$ cat src/rtl/hex_disp_pkg.sv
// Shared constants and helpers for the multiplexed hex display driver.
// Segment patterns are ordered {g,f,e,d,c,b,a} and are active-low.
package hex_disp_pkg;

  localparam logic [6:0] SEG_BLANK = 7'h7F;

  // Index n holds the pattern for hex digit n.
  localparam logic [15:0][6:0] SEG_TABLE = {
    7'h0E, 7'h06, 7'h21, 7'h46, 7'h03, 7'h08, 7'h10, 7'h00,
    7'h78, 7'h02, 7'h12, 7'h19, 7'h30, 7'h24, 7'h79, 7'h40
  };

  // Width needed to hold values 0..n-1, never less than one bit.
  function automatic int unsigned clog2_safe(input int unsigned n);
    return (n <= 1) ? 1 : $clog2(n);
  endfunction

endpackage

$ cat src/rtl/hex7seg_dec.sv
// Combinational nibble-to-segment decoder with a blank override.
module hex7seg_dec
  import hex_disp_pkg::*;
(
  input  logic [3:0] nibble_i,
  input  logic       blank_i,
  output logic [6:0] seg_o
);

  assign seg_o = blank_i ? SEG_BLANK : SEG_TABLE[nibble_i];

endmodule

$ cat src/rtl/hex_scan_display.sv
// Shows one of NUM_CH counter values on a DIGITS-digit multiplexed 7-segment display,
// with manual/auto channel selection, frame-aligned snapshots, freeze and zero blanking.
module hex_scan_display
  import hex_disp_pkg::*;
#(
  parameter int unsigned  NUM_CH       = 4,
  parameter int unsigned  VAL_W        = 18,
  parameter int unsigned  DIGITS       = 8,
  parameter int unsigned  REFRESH_DIV  = 100000,
  parameter int unsigned  DWELL_FRAMES = 500,
  parameter int unsigned  LZ_BLANK     = 1,
  localparam int unsigned CH_W         = clog2_safe(NUM_CH)
) (
  input  logic                    clk_100MHz_i,
  input  logic                    rst_n,
  input  logic [NUM_CH*VAL_W-1:0] cnt_vals_i,
  input  logic                    auto_i,
  input  logic [CH_W-1:0]         ch_sel_i,
  input  logic                    freeze_i,
  output logic [6:0]              HEX_o,
  output logic                    DP_o,
  output logic [DIGITS-1:0]       AN_o,
  output logic [CH_W-1:0]         ch_o
);

  localparam int unsigned PRESC_W = clog2_safe(REFRESH_DIV);
  localparam int unsigned IDX_W   = clog2_safe(DIGITS);
  localparam int unsigned DWELL_W = clog2_safe(DWELL_FRAMES);
  localparam int unsigned WORD_W  = 4 * DIGITS;

  logic [PRESC_W-1:0] presc_q, presc_d;
  logic [IDX_W-1:0]   idx_q, idx_d;
  logic [DWELL_W-1:0] dwell_q, dwell_d;
  logic [CH_W-1:0]    ch_q, ch_d;
  logic [VAL_W-1:0]   snap_q, snap_d;
  logic [DIGITS-1:0]  an_q, an_d;
  logic [6:0]         hex_q, hex_d;
  logic               dp_q, dp_d;

  logic               tick;
  logic               frame_end;
  logic [WORD_W-1:0]  word;
  logic [DIGITS-1:0]  upper_zero;
  logic [3:0]         nibble;
  logic               blank;
  logic [6:0]         seg;

  assign tick      = (presc_q == PRESC_W'(REFRESH_DIV - 1));
  assign frame_end = tick && (idx_q == IDX_W'(DIGITS - 1));

  always_comb begin
    presc_d = tick ? '0 : presc_q + PRESC_W'(1);
    idx_d   = idx_q;
    if (tick) begin
      idx_d = frame_end ? '0 : idx_q + IDX_W'(1);
    end
  end

  // Channel, dwell and snapshot move only together at a frame boundary, so a frame never
  // mixes digits from two values; the snapshot follows the channel chosen in that same cycle.
  always_comb begin
    ch_d    = ch_q;
    dwell_d = dwell_q;
    snap_d  = snap_q;
    if (frame_end && !freeze_i) begin
      if (auto_i) begin
        if (32'(dwell_q) == DWELL_FRAMES - 1) begin
          dwell_d = '0;
          ch_d    = (32'(ch_q) >= NUM_CH - 1) ? '0 : ch_q + CH_W'(1);
        end else begin
          dwell_d = dwell_q + DWELL_W'(1);
        end
      end else begin
        dwell_d = '0;
        ch_d    = (32'(ch_sel_i) >= NUM_CH) ? CH_W'(NUM_CH - 1) : ch_sel_i;
      end
      snap_d = cnt_vals_i[32'(ch_d) * VAL_W +: VAL_W];
    end
  end

  if (VAL_W >= WORD_W) begin : g_word_msb
    assign word = snap_q[VAL_W-1 -: WORD_W];
  end else begin : g_word_ext
    assign word = {{(WORD_W - VAL_W){1'b0}}, snap_q};
  end

  // upper_zero[i]: nibbles DIGITS-1..i are all zero.
  always_comb begin
    upper_zero = '0;
    for (int i = 0; i < int'(DIGITS); i++) begin
      upper_zero[i] = ((word >> (4 * i)) == '0);
    end
  end

  assign nibble = word[32'(idx_q) * 4 +: 4];
  assign blank  = (LZ_BLANK != 0) && (idx_q != '0) && upper_zero[idx_q];

  hex7seg_dec u_dec (
    .nibble_i (nibble),
    .blank_i  (blank),
    .seg_o    (seg)
  );

  always_comb begin
    an_d        = '1;
    an_d[idx_q] = 1'b0;
    hex_d       = seg;
    dp_d        = !(32'(idx_q) == (32'(ch_q) % DIGITS));
  end

  always_ff @(posedge clk_100MHz_i or negedge rst_n) begin
    if (!rst_n) begin
      presc_q <= '0;
      idx_q   <= '0;
      dwell_q <= '0;
      ch_q    <= '0;
      snap_q  <= '0;
      an_q    <= '1;
      hex_q   <= SEG_BLANK;
      dp_q    <= 1'b1;
    end else begin
      presc_q <= presc_d;
      idx_q   <= idx_d;
      dwell_q <= dwell_d;
      ch_q    <= ch_d;
      snap_q  <= snap_d;
      an_q    <= an_d;
      hex_q   <= hex_d;
      dp_q    <= dp_d;
    end
  end

  assign AN_o  = an_q;
  assign HEX_o = hex_q;
  assign DP_o  = dp_q;
  assign ch_o  = ch_q;

endmodule

$ cat config.mk
export PLATFORM = sky130hd
export DESIGN_NAME = hex_scan_display
export DESIGN_NICKNAME = d
export VERILOG_FILES = /design/src/rtl/hex_disp_pkg.sv /design/src/rtl/hex7seg_dec.sv /design/src/rtl/hex_scan_display.sv
export SDC_FILE = /design/constraint.sdc
export NUM_CORES = 1
export LEC_CHECK = 0
export BUFFER_PORTS_ARGS = -buffer_cell sky130_fd_sc_hd__buf_2
export CORE_AREA = 2 2 109 111
export DETAILED_ROUTE_END_ITERATION = 8
export DIE_AREA = 0 0 111 113
export PLACE_DENSITY = 0.52
export SETUP_SLACK_MARGIN = 0.2
export SLEW_MARGIN = 0
export SYNTH_ARGS = -nofsm -noshare
export SYNTH_HDL_FRONTEND = slang
export SYNTH_HIERARCHICAL = 1
export SYNTH_SLANG_ARGS = --single-unit
$ cat constraint.sdc
create_clock -name clk_100MHz_i -period 3.6 [get_ports clk_100MHz_i]
set_input_delay 0.36 -clock clk_100MHz_i [delete_from_list [all_inputs] [get_ports clk_100MHz_i]]
set_output_delay 0.36 -clock clk_100MHz_i [all_outputs]
set_load 0.005 [all_outputs]
* Word-level counts from Yosys, hierarchy flattened
Memory sizes are Yosys's and may differ from the RTL's.
Cells that the tools add are included.
** Cells by class
- Add/subtract/negate cells :: 4
- Multiply operators :: 1
- Order comparisons :: 4
- Eq/ne operators :: 4
- Shift-type cells :: 2
- Multiplexer cells :: 14
- Bitwise operators :: 1
- Reduce and logical (&&, ||, !) cells :: 12
** Operators with widths (count)
- 32-bit logical NOT :: 5
- 72-bit by 8-bit indexed part select with 18-bit output :: 1
- 32-bit by 6-bit indexed part select with 4-bit output :: 1
- 9-bit two-way mux :: 2
- 17-bit by 1-bit adder with 17-bit output (second input constant) :: 1
- 17-bit == test (second input constant) :: 1
- 17-bit two-way mux :: 1
- 7-bit two-way mux :: 2
- 9-bit by 1-bit adder with 9-bit output (second input constant) :: 1
- 9-bit == test (second input constant) :: 1
- 2-bit two-way mux :: 4
- 8-bit inverter :: 1
- 2-bit by 4-bit multiplier with 6-bit output (second input constant) :: 1
- 4-bit by 5-bit less-than comparator with 1-bit output (second input constant) :: 1
- 1-bit logical AND :: 4
- 3-bit by 4-bit less-than comparator with 1-bit output (second input constant) :: 1
- 3-bit by 1-bit adder with 3-bit output (second input constant) :: 1
- 1-bit binary-select mux with 3-bit select :: 1
- 1-bit demux with 3-bit select :: 1
- 3-bit by 2-bit == test with 1-bit output :: 1
- 3-bit == test (second input constant) :: 1
- 3-bit by 1-bit greater-or-equal comparator with 1-bit output (second input constant) :: 1
- 3-bit two-way mux :: 1
- 3-bit nonzero test :: 1
- other kinds (4) :: 6
** Storage, ports and cells
- Bits in registers :: 65
- Memory bits (read-only) :: 112
- Output and inout port bits :: 18
- Logic and storage cells :: 51
- Memories kept :: 1
** Memory list
- (name not given) :: depth 16, bits a word 7, rd ports 1, clocked after Yosys merged registers in 0, wr ports 0, RTL line hex7seg_dec.sv:10 : assign seg_o = blank_i ? SEG_BLANK : SEG_TABLE[nibble_i];

* Logic depth before layout (Yosys ltp)
- Word-level depth :: 7
- Gate-level depth with buffers :: 9
- Depth with buffers taken out :: 8

* Hierarchy
The synthesis kept the hierarchy.
** Modules (own cells, without submodules)
- hex_scan_display :: times used 1, cells an instance 340, area an instance 3507.1 um2, seq. area each 1646.6 um2
- hex7seg_dec :: times used 1, cells an instance 35, area an instance 295.3 um2, seq. area each 0.0 um2

* Worst setup path before layout
No wires, ideal clock.
- Kind :: register to register
- Start :: reg idx_q[0]
- End :: reg hex_q[1], in the netlist HEX_o[1]
- Setup time :: 0.084 ns
- Arrival :: 2.380 ns
- Required time :: 3.516 ns
- Setup slack :: 1.136 ns
- Cell stages (with the launch flop) :: 8
- Path buffers :: 1
- Period minus slack after synthesis :: 2.464 ns
- Cell sequence :: dfrtp_1 > clkbuf_1 > mux4_2 > o2bb2ai_1 > inv_1 > ha_1 > or2_2 > a311o_1
** On the way
- Longest elaborated chain between the ends :: 4
** RTL lines
- start, declared :: RTL line hex_scan_display.sv:32 : logic [IDX_W-1:0] idx_q, idx_d;
- start signal, assigned :: RTL line hex_scan_display.sv:123 : idx_q <= idx_d;
- 32-bit by 6-bit indexed part select with 4-bit output :: RTL line hex_scan_display.sv:95 : assign nibble = word[32'(idx_q) * 4 +: 4];
- net nibble[0] :: RTL line hex_scan_display.sv:44 : logic [3:0] nibble;
- memory 16 x 7 bit
- 7-bit two-way mux (implied by the code) :: RTL line hex7seg_dec.sv:10
- 7-bit two-way mux :: RTL line hex7seg_dec.sv:10
- net hex_d[1] :: RTL line hex_scan_display.sv:37 : logic [6:0] hex_q, hex_d;
- end signal, assigned :: RTL line hex_scan_display.sv:119 : hex_q <= SEG_BLANK;
- end signal, assigned :: RTL line hex_scan_display.sv:128 : hex_q <= hex_d;
- end, declared :: RTL line hex_scan_display.sv:37
The timed path passes the listed nets, and every way through them passes these cells. The select of a mux whose other input is x is not followed.
A chain may end at the register's enable or synchronous reset.

* Worst setup path after layout
- Start :: reg dwell_q[0]
- End :: reg snap_q[2]
** On the way
- Longest elaborated chain between the ends :: 6
** RTL lines
- start, declared :: RTL line hex_scan_display.sv:33 : logic [DWELL_W-1:0] dwell_q, dwell_d;
- start signal, assigned :: RTL line hex_scan_display.sv:124 : dwell_q <= dwell_d;
- 9-bit == test :: RTL line hex_scan_display.sv:67 : if (32'(dwell_q) == DWELL_FRAMES - 1) begin
- 2-bit two-way mux :: RTL line hex_scan_display.sv:67
- 2-bit two-way mux :: RTL line hex_scan_display.sv:66 : if (auto_i) begin
- 2-bit two-way mux :: RTL line hex_scan_display.sv:65 : if (frame_end && !freeze_i) begin
- 2-bit by 4-bit multiplier with 6-bit output :: RTL line hex_scan_display.sv:77 : snap_d = cnt_vals_i[32'(ch_d) * VAL_W +: VAL_W];
- 72-bit by 8-bit indexed part select with 18-bit output :: RTL line hex_scan_display.sv:77
- end signal, assigned :: RTL line hex_scan_display.sv:126 : snap_q <= snap_d;
- end, declared :: RTL line hex_scan_display.sv:35 : logic [VAL_W-1:0] snap_q, snap_d;
Every way passes these cells. The select of a mux whose other input is x is not followed.

==> results_dict.tcl <==
set metrics [dict create \
    htree_num_levels 3 \
    cp_cell_sequence "ha_1 -> nand4bb_1 -> or2_2 -> o221ai_2 -> nand3_1 -> o21ai_0" \
    synthesis.area_um2 3800 \
    synth_most_common_cell "dfrtp_1" \
    min_period_ps 2750 \
    ys_ff_latch 65 \
    gp_congestion 0.816 \
    core_um2 11300 \
    cts_tree "done" \
    fmax_mhz 364 \
    holdBufCountCts 0 \
    clk_pin_slew_ps 60 \
    grt_antenna_before_repair 0 \
    post_cts_buffers 0 \
    cap_violations 0 \
    fillers 1107 \
    cp_slowest_cell "o221ai_2" \
    dr.pass1.iters 4 \
    worst_pin_slew_ps 786 \
    synthFlopType "dfrtp_1" \
    num_rows 39 \
    synth_top_area_share_pct 32.2 \
    drtIter0Drc 132 \
    cts_root_buffer "clkbuf_16" \
    ys_top_cells_by_count "dfrtp_1, mux2i_1, nand2_1" \
    seqCellArea_um2 1650 \
    drc 0 \
    slew_viol_final 0 \
    ys_types 54 \
    final_area_um2 4680 \
    cts_buffer_depth 2 \
    synth_edf_count 0 \
    grt_start_max_net_pins 51 \
    skew_ps 6.04 \
    synth.area.top_cells "dfrtp_1, dfstp_2, mux2i_1, ha_1, nand2_1" \
    hpwl_mm 6.36 \
    grt_pass1_wl_mm 14.8 \
    avgSynthCellArea_um2 10.1 \
    antenna-diode-count 0 \
    overflow 0 \
    die_h_um 113 \
    ys_seq_area_share_pct 43.3 \
    grt_pass1_vias 3026 \
    grt_usage_pct 14.5 \
    place_area_um2 4370 \
    worstSkewPairLatency_ps 330 \
    initial_core_util_pct 33.7 \
    ant_nets 0 \
    finalSetupViolCount 0 \
    peakVddDrop_v 0.000176 \
    critical_path_arrival_ps 2980 \
    cts.sinks 65 \
    worstPathRequired_ps 3830 \
    cp-start-kind "register" \
    postCtsResizedCells 0 \
    cp_max_fo 14 \
    end_kind "register" \
    rsz0062_at_grt "no" \
    port_buffers 95 \
    nNetsFinal 557 \
    vias_per_cell 4.87 \
    vias 2988 \
    syn_inst 375 \
    max_slew_margin_pct 47.6 \
    synth_nets 466 \
    dieArea_um2 12500 \
    io_pins 96 \
    detail_route.wl_per_cell_um 13.9 \
    worstHoldPathType "in -> async" \
    cellPowerDensity_nw_per_um2 368 \
    yosysWarnings 6 \
    async_flop_share_pct 100 \
    multi_input_area_um2 1990 \
    outcome "finished clean" \
    area.growth.synth_to_final_pct 23.0 \
    wirelength_mm 8.53 \
    yosysTopAreaCell "dfrtp_1" \
    drive_gt1_share_pct 31.2 \
    hold_viol_final 0 \
    leakage_uw 0.00214 \
    cts_inserted_buffers 9 \
    die_w_um 111 \
    tns_ps 0 \
    criticalPathCategory "reg -> reg" \
    slowest_delay_ps 600 \
    fin_crit_sh_pct 76.4 \
]
[area by class of cell]
| class | instances | share of cell area (%) |
|---|---|---|
| Clock inverter | 6 | 1.44 |
| Inverter | 12 | 0.963 |
| Sequential cell | 65 | 35.2 |
| Clock buffer | 10 | 5.11 |
| Multi-Input combinational cell | 278 | 42.5 |
| Timing Repair Buffer | 100 | 11.0 |
| Tap cell | 143 | 3.83 |
[cells in the final DEF (no fill, tap or decap), drive strengths merged, types with 5 or more instances in the layout]
cell,count
o31a,14
xnor2,12
o21ai,38
nand4,7
nand3,15
nand2b,6
buf,100
nor2,22
mux2i,40
dfrtp,49
dfstp,16
inv,12
clkbuf,10
and3,5
mux2,7
nand2,38
ha,13
nor3,9
nor2b,8
xor2,5
[path summary, 6_finish.rpt]
kind	from	depth (start not counted)	endpoint	slack [ps]
max	dwell_q[0]$_DFFE_PN0P_	6	snap_q[2]$_DFFE_PN0P_	850
min	rst_n	1	dwell_q[0]$_DFFE_PN0P_	110
max reg2reg	dwell_q[0]$_DFFE_PN0P_	6	snap_q[2]$_DFFE_PN0P_	850
min reg2reg	presc_q[0]$_DFF_PN0_	1	presc_q[0]$_DFF_PN0_	480
max in group asynchronous	rst_n	2	AN_o[4]$_DFF_PN1_	2560
min in group clk_100MHz_i	cnt_vals_i[5]	3	snap_q[5]$_DFFE_PN0P_	300
[critical path: cells and delay by family, from the launching register on]
family | cells | cell delay (ps)
flops | 1 | 380
compound gates | 2 | 930
fa+ha+maj | 1 | 240
simple gates | 3 | 1100
[layer usage]
layer  track usage (%)  share of wire (%)  up-vias
met5                 0                  0        -
met4              6.00                1.8        0
met3              2.41                4.2       11
met2              23.1                 46       80
met1              19.9                 48     1366
li1                  -                  -     1531
[stage by stage]
step / worst slack [ps] / total power (uW) / cells / hold slack, ps / utilization (%)
final: 850 / 1720 / 614 / 111 / 41.5
after global placement: 1000 / 866 / 598 / 472 / 38.8
after detailed placement: 877 / 868 / 598 / 482 / 38.8
after CTS: 853 / 1750 / 614 / 138 / 41.5
after global routing: 514 / 1800 / 614 / 171 / 41.5
after floorplan: 1140 / 805 / 375 / 64.4 / -
[state kept, by name (all words and copies together), names as in the netlist]
register	cells
AN_o	8
presc_q	17
idx_q	3
HEX_o	7
DP_o	1
dwell_q	9
snap_q	18
ch_o	2
[where the power goes]
group	switching, uW	internal, uW
registers	0	732
clock network	315	555
logic	60.1	60.7
[kinds of logic (layout without fill, tap and decap cells)]
| family | Yosys count | after routing | synth area share [%] |
|---|---|---|---|
| simple gates | 127 | 127 | 17.2 |
| compound gates | 72 | 72 | 13.1 |
| flops | 65 | 65 | 43.3 |
| mux | 49 | 49 | 13.8 |
| buf+inv | 32 | 128 | 4.44 |
| xor+xnor | 17 | 17 | 3.92 |
| fa+ha+maj | 13 | 13 | 4.28 |
No activity file was read; power rests on OpenSTA's default activity.
